$ cat src/rtl/timestamp_reader_pkg.sv
// Shared types and default parameters for the timestamper host-side reader.
package timestamp_reader_pkg;

  localparam int DEF_WIDTH       = 8;
  localparam int DEF_SCLK_DIV    = 2;
  localparam int DEF_RSTCAPT_LEN = 2;

  typedef enum logic [2:0] {
    IDLE,
    SETUP,
    SHIFT,
    HOLD,
    ARM,
    WAIT_CLR
  } state_t;

endpackage

$ cat src/rtl/sync2.sv
// Two-flop synchronizer for asynchronous single-bit CPLD status lines.
module sync2 (
  input  logic clk,
  input  logic rst_n,
  input  logic d,
  output logic q
);

  logic meta;

  always_ff @(posedge clk or negedge rst_n) begin
    if (!rst_n) begin
      meta <= 1'b0;
      q    <= 1'b0;
    end else begin
      meta <= d;
      q    <= meta;
    end
  end

endmodule

$ cat src/rtl/timestamp_reader.sv
// Reads the timestamper's captured count over CE_N/SCLK/SDO when INT is seen,
// offers it on a valid/ready port and re-arms capture with an RSTCAPT pulse.
module timestamp_reader
  import timestamp_reader_pkg::*;
#(
  parameter int WIDTH       = DEF_WIDTH,
  parameter int SCLK_DIV    = DEF_SCLK_DIV,
  parameter int RSTCAPT_LEN = DEF_RSTCAPT_LEN
) (
  input  logic             CLK,
  input  logic             RST_N,
  input  logic             ENABLE,
  input  logic             INT,
  input  logic             SDO,
  output logic             SCLK,
  output logic             CE_N,
  output logic             RSTCAPT,
  output logic [WIDTH-1:0] TS_DATA,
  output logic             TS_VALID,
  input  logic             TS_READY,
  output logic             BUSY
);

  localparam int BIT_W = $clog2(WIDTH) + 1;
  localparam int DIV_W = $clog2(SCLK_DIV) + 1;
  localparam int ARM_W = $clog2(RSTCAPT_LEN) + 1;

  localparam logic [BIT_W-1:0] BITS_DONE = BIT_W'(WIDTH);
  localparam logic [DIV_W-1:0] DIV_END   = DIV_W'(SCLK_DIV - 1);
  localparam logic [ARM_W-1:0] ARM_END   = ARM_W'(RSTCAPT_LEN - 1);

  state_t             state, state_d;
  logic [DIV_W-1:0]   div_cnt, div_cnt_d;
  logic [BIT_W-1:0]   bit_cnt, bit_cnt_d;
  logic [ARM_W-1:0]   arm_cnt, arm_cnt_d;
  logic [WIDTH-1:0]   sr, sr_d;
  logic [WIDTH-1:0]   ts_data_d;
  logic               sclk_d, ce_n_d, rstcapt_d, ts_valid_d;
  logic               int_s;

  sync2 u_int_sync (
    .clk   (CLK),
    .rst_n (RST_N),
    .d     (INT),
    .q     (int_s)
  );

  always_ff @(posedge CLK or negedge RST_N) begin
    if (!RST_N) begin
      state    <= IDLE;
      div_cnt  <= '0;
      bit_cnt  <= '0;
      arm_cnt  <= '0;
      sr       <= '0;
      SCLK     <= 1'b0;
      CE_N     <= 1'b1;
      RSTCAPT  <= 1'b0;
      TS_DATA  <= '0;
      TS_VALID <= 1'b0;
    end else begin
      state    <= state_d;
      div_cnt  <= div_cnt_d;
      bit_cnt  <= bit_cnt_d;
      arm_cnt  <= arm_cnt_d;
      sr       <= sr_d;
      SCLK     <= sclk_d;
      CE_N     <= ce_n_d;
      RSTCAPT  <= rstcapt_d;
      TS_DATA  <= ts_data_d;
      TS_VALID <= ts_valid_d;
    end
  end

  // A delivered word can be consumed in any state; the end of SHIFT overrides
  // the clear, which is safe because a transfer only starts with TS_VALID low.
  always_comb begin
    state_d    = state;
    div_cnt_d  = div_cnt;
    bit_cnt_d  = bit_cnt;
    arm_cnt_d  = arm_cnt;
    sr_d       = sr;
    sclk_d     = SCLK;
    ce_n_d     = CE_N;
    rstcapt_d  = RSTCAPT;
    ts_data_d  = TS_DATA;
    ts_valid_d = TS_VALID && !TS_READY;

    case (state)
      IDLE: begin
        if (int_s && ENABLE && !TS_VALID) begin
          state_d   = SETUP;
          ce_n_d    = 1'b0;
          div_cnt_d = '0;
          bit_cnt_d = '0;
        end
      end

      SETUP: begin
        if (div_cnt == DIV_END) begin
          state_d   = SHIFT;
          div_cnt_d = '0;
        end else begin
          div_cnt_d = div_cnt + DIV_W'(1);
        end
      end

      // Sample on the low-to-high SCLK step; finish on the following fall.
      SHIFT: begin
        if (div_cnt != DIV_END) begin
          div_cnt_d = div_cnt + DIV_W'(1);
        end else begin
          div_cnt_d = '0;
          if (!SCLK) begin
            sclk_d    = 1'b1;
            sr_d      = sr << 1;
            sr_d[0]   = SDO;
            bit_cnt_d = bit_cnt + BIT_W'(1);
          end else begin
            sclk_d = 1'b0;
            if (bit_cnt == BITS_DONE) begin
              ce_n_d     = 1'b1;
              ts_data_d  = sr;
              ts_valid_d = 1'b1;
              state_d    = HOLD;
            end
          end
        end
      end

      HOLD: begin
        state_d   = ARM;
        rstcapt_d = 1'b1;
        arm_cnt_d = '0;
      end

      ARM: begin
        if (arm_cnt == ARM_END) begin
          rstcapt_d = 1'b0;
          state_d   = WAIT_CLR;
        end else begin
          arm_cnt_d = arm_cnt + ARM_W'(1);
        end
      end

      // INT lags RSTCAPT through the synchronizer; wait for it to clear.
      WAIT_CLR: begin
        if (!int_s) state_d = IDLE;
      end

      default: state_d = IDLE;
    endcase
  end

  assign BUSY = (state != IDLE);

endmodule

$ cat config.mk
export PLATFORM = sky130hd
export DESIGN_NAME = timestamp_reader
export DESIGN_NICKNAME = d
export VERILOG_FILES = /design/src/rtl/timestamp_reader_pkg.sv /design/src/rtl/sync2.sv /design/src/rtl/timestamp_reader.sv
export SDC_FILE = /design/constraint.sdc
export NUM_CORES = 1
export LEC_CHECK = 0
export CAP_MARGIN = 0
export CORE_AREA = 2 2 57 64
export DETAILED_ROUTE_END_ITERATION = 8
export DIE_AREA = 0 0 59 66
export PLACE_DENSITY = 0.72
export SLEW_MARGIN = 20
export SYNTH_ARGS = -nofsm -noshare
export SYNTH_HDL_FRONTEND = slang
export SYNTH_SLANG_ARGS = --single-unit
$ cat constraint.sdc
create_clock -name CLK -period 1.4 [get_ports CLK]
set_input_delay 0.21 -clock CLK [delete_from_list [all_inputs] [get_ports CLK]]
set_output_delay 0.21 -clock CLK [all_outputs]
set_load 0.01 [all_outputs]
Word level (Yosys, flattened, before mapping)
Index checks and enable logic that the tools add are counted.
{"block": "totals", "register_bits": 33, "inputBits": 6, "output_inout_bits": 13, "wordCells": 84}
{"block": "op_classes", "n_addsub": 3, "eq_ne": 18, "n_mux": 30, "bitwise": 2, "reduce_logical": 19}
{"op": "$mux W3", "n": 7}
{"op": "$ne A2 B2 Y1 const B", "n": 9}
{"op": "$pmux W3 S6", "n": 1}
{"op": "$mux W4", "n": 3}
{"op": "$mux W1", "n": 10}
{"op": "$mux W2", "n": 4}
{"op": "$pmux W4 S2", "n": 1}
{"op": "$reduce_and A2 Y1", "n": 4}
{"op": "$reduce_and A4 Y1", "n": 2}
{"op": "$reduce_and A7 Y1", "n": 1}
{"op": "$eq A3 B2 Y1 const B", "n": 2}
{"op": "$eq A3 B3 Y1 const B", "n": 2}
{"op": "$pmux W2 S3", "n": 1}
{"op": "$reduce_bool A3 Y1", "n": 2}
{"op": "$reduce_and A5 Y1", "n": 1}
{"op": "$add A2 B1 Y2 const B", "n": 2}
{"op": "$add A4 B1 Y4 const B", "n": 1}
{"op": "$eq A2 B1 Y1 const B", "n": 2}
{"op": "$eq A4 B4 Y1 const B", "n": 1}
{"op": "$pmux W1 S2", "n": 2}
{"op": "$pmux W2 S2", "n": 1}
{"op": "$reduce_bool A2 Y1", "n": 2}
{"op": "$eq A3 B1 Y1 const B", "n": 1}
{"op": "$logic_and A1 B1 Y1", "n": 3}
{"op": "5 further kinds", "n": 7}

Depth between registers and ports, before layout
{"block": "logic_depth", "word_depth": 6, "mapped_depth": 6, "mapped_depth_nobuf": 5}

Hierarchy
Synthesis repeated with hierarchy kept, for this count alone.
{"block": "unflattened", "cells_unflattened": 130, "area_unflattened_um2": 1516.5}
{"mod": "timestamp_reader", "instances": 1, "cells_per_inst": 128, "area_per_inst_um2": 1466.4, "seq_area_each_um2": 777.0}
{"mod": "sync2", "instances": 1, "cells_per_inst": 2, "area_per_inst_um2": 50.0, "seq_area_each_um2": 50.0}

Least setup slack after synthesis
Ideal clock, no wire load.
{"block": "synth_path", "kind": "reg2reg", "from": "register state[0]", "to": "register TS_DATA[0]", "setup_ns": 0.125, "arrival_time_ns": 1.386, "required_ns": 1.275, "path_slack_ns": -0.111, "path_stages_with_launch": 6, "n_path_buf": 1, "period_less_slack_ns": 1.511, "cell_sequence": "dfrtp_1 -> buf_6 -> nor3b_4 -> nand2_2 -> nor2_4 -> mux2_2"}
{"block": "synth_via", "elab_chain_cells": 2}
{"item": "from (decl)", "line_no": "timestamp_reader.sv:32", "source": "state_t state, state_d;"}
{"item": "from (signal assigned)", "line_no": "timestamp_reader.sv:61", "source": "state <= state_d;"}
{"item": "$eq A3 B2 Y1", "line_no": "timestamp_reader.sv:88", "source": "case (state)"}
{"item": "$reduce_and A4 Y1 (no source line)"}
{"item": "to (signal assigned)", "line_no": "timestamp_reader.sv:69", "source": "TS_DATA <= ts_data_d;"}
{"item": "to (decl)", "line_no": "timestamp_reader.sv:18", "source": "output logic [WIDTH-1:0] TS_DATA,"}
Every way passes these cells.
A chain may end at the register's enable or synchronous reset.

Worst setup path after layout
{"block": "layout_path", "from": "register state[1]", "to": "register bit_cnt[0]"}
{"block": "layout_via", "elab_chain_cells": 3, "word_cells_on_any_way": 8, "cone_classes": "eq/ne (4); mux (1); reduce/logical (3)"}
{"item": "$eq A3 B2 Y1 / $logic_not A3 Y1 (equally long branches)", "line_no": "timestamp_reader.sv:88"}
{"item": "$ne A2 B2 Y1 (no source line) / $reduce_bool A2 Y1 (equally long branches)"}
{"item": "$reduce_and A4 Y1 (no source line)"}
{"item": "to (signal assigned)", "line_no": "timestamp_reader.sv:63", "source": "bit_cnt <= bit_cnt_d;"}
{"item": "to (decl)", "line_no": "timestamp_reader.sv:34", "source": "logic [BIT_W-1:0] bit_cnt, bit_cnt_d;"}
Parallel ways exist; a longest one is shown, timed or not.

==> flow_summary.ini <==
[timing]
grt_setup_unrepaired = true
clock.fmax_mhz = 615
worst_slack_ps = -225
worst_pin_slew_ps = 268
period_minus_slack_ps = 1620
finClkSkew_ps = 14.6
setup_violations = 24
fin_crit_sh_pct = 116
drv_slew = 0
tns_ps = -4190
max-slew-margin-rel_pct = 82.1
finalHoldViolations = 0

[layout]
fin_util_pct = 68.7
syn2layout_area_growth_pct = 48.5
drive_above_1_share_pct = 47.3
fin_nets = 190
diodes = 0
layout_commonest_cell = dfrtp_1
final_cell_mix = 29 x dfrtp_1, 28 x buf_4, 17 x mux2_4

[yosys]
synthCells = 122
avgSynthCellArea_sq_um = 12.3
synth_edf_count = 0
netlist_area_sq_mm = 0.00150
ys_seq_area_share_pct = 55.0
yosys_warnings = 0
synth-xor-area-share_pct = 0.583
synth_ff_type = dfrtp_1
synth_fa_ha_area_share_pct = 3.16
synth-async-reset-ratio_pct = 100
synth_top_family_by_area = multiplexers
ys_ff_latch = 33
synth-simple-area-share_pct = 11.8
syn_nets = 131
synth_cell_types = 42
synth_compound_area_share_pct = 12.2
muxShareOfSynthArea_pct = 13.0

[clocking]
clk_latency_ps = 340
ctsHoldBuffers = 0
clk_pin_slew_worst_paths_ps = 110
htree_levels = 2
clkSinkCount = 33
cts_buffers = 5
cts_tree = done
root_buffer = clkbuf_4
clockBufferDepth = 2

[global_route]
grt_pass1_wl_um = 6130
grt-ovfl-total = 0
grt_usage_pct = 21.3
grt_pass1_vias = 1315
antenna_found_initial = 0
grt_start_max_net_pins = 18

[job]
drv_cap = 0

[die]
coreArea_sq_mm = 0.00325
ioPinCount = 19
initial_utilization_pct = 46.3
dieHeight_um = 66
dieArea_sq_mm = 0.00389
die_width_um = 59
rows = 22

[setup_path]
startpoint = state[1]$_DFFE_PN0P_
critPathLaunchType = flip-flop
critical_path_class = flip-flop to flip-flop
rr_worst_depth = 5
cp_data_required_time_ps = 1620
crit_path_end_kind = flip-flop
arrival_ps = 1840
r2r_end = bit_cnt[0]$_DFFE_PN0P_
ff2ff_setup_slack_ps = -220
reg2reg_from = state[1]$_DFFE_PN0P_
cp_max_fo = 6

[detailed_routing]
wl_per_cell_um = 16.4
finalWirelength_um = 3580
vias = 1171
ant_nets = 0
drc_errors = 0
avgViaCountPerCell = 5.37
dr.first_iter.drc_count = 53
dr.pass1.iters = 4

[placed_design]
gp_congestion = 0.866
pre_cts_slack_ps = -220
hpwl_um = 2200
numPortBuffers = 18

[pwr]
power_leakage_nw = 1.07
p_per_area_mw_per_mm2 = 1660
ir_drop_mv = 0.870

[outcome]
status = finished with violations
violations = negative setup slack

[worst_hold_path]
hp-class = input port to asynchronous set/reset pin
## critical path, stage by stage, from the launching register on
cell     delay [ps]
dfrtp_2         430
buf_6           130
or3b_4          250
nor2_4           50
or3_4           380
mux2_4          270
## per-stage QoR
stage | instance area (sq um) | hold WS [ps] | power [mW] | std cells
after floorplan | 1530 | -85.6 | 1.98 | 122
after global placement | 1900 | 335 | 2.48 | 197
after detailed placement | 1900 | 354 | 2.54 | 197
after CTS | 2170 | 217 | 3.55 | 214
after global routing | 2230 | 240 | 3.94 | 218
final | 2230 | 218 | 3.71 | 218
## sequential cells by signal, indices dropped and copies added (netlist names), 2 cells and up
signal,flops
TS_DATA,8
sr,8
bit_cnt,4
state,3
arm_cnt,2
div_cnt,2
## synthesized netlist by cell type, types with 2 or more instances
cell      instances  share of area, %
a31oi_1           2              0.83
buf_6             2               1.5
nor2_1            4               1.0
a211oi_1          2               1.0
dfrtp_1          32                53
ha_1              3               2.5
o21ai_0          11               3.7
nand2_1           5               1.2
mux2_2           16                12
a21oi_1           6               2.0
inv_1             7               1.7
nor3b_1           2               1.0
## logic make-up after synthesis
family                   count (synthesis)
AO/OA/AOI/OAI                           28
XOR/XNOR                                 1
adder cells (fa/ha/maj)                  4
buffers and inverters                   12
flip-flops                              33
multiplexers                            17
AND/OR/NAND/NOR                         27
## worst max path at each step
| stage | to | slack, ps | cells past startpoint |
|---|---|---|---|
| after global placement | bit_cnt[0]$_DFFE_PN0P_ | -180 | 4 |
| after detailed placement | bit_cnt[0]$_DFFE_PN0P_ | -220 | 4 |
| after CTS | bit_cnt[0]$_DFFE_PN0P_ | -240 | 5 |
| final | bit_cnt[0]$_DFFE_PN0P_ | -220 | 5 |
| after global routing | bit_cnt[0]$_DFFE_PN0P_ | -260 | 5 |
| after floorplan | TS_DATA[0]$_DFFE_PN0P_ | -80 | 5 |
## where the power goes
group,internal [mW],leakage [nW],switching (mW)
clock,0.426,0.0455,0.318
combinational,0.939,0.591,0.786
sequential,1.11,0.438,0.128
total,2.48,1.07,1.23
## area by class of cell
| type | instances | area (sq um) |
|---|---|---|
| Sequential cell | 33 | 831 |
| Tap cell | 36 | 45.0 |
| Multi-Input combinational cell | 78 | 763 |
| Inverter | 8 | 31.3 |
| Timing Repair Buffer | 55 | 477 |
| Clock buffer | 7 | 55.1 |
| Fill cell | 244 | 1020 |
| Clock inverter | 1 | 30.0 |
## metal layers
layer  routed length (um)  up-vias  global-route usage, %
li1                     -      552                      -
met1                 1410      587                   24.2
met2                 2000       25                   37.5
met3                  126        7                   5.87
met4                   51        0                   7.95
met5                    0        -                      0
## what timing repair did
action / 4_1_cts / 5_1_grt
gates cloned: 1 / 0
gates resized for setup: 48 / 14
pin swaps: 2 / 2
buffers inserted: 8 / 5
endpoints found under the setup margin: 38 / 30
Note: power is estimated with default switching activity, not from simulation.
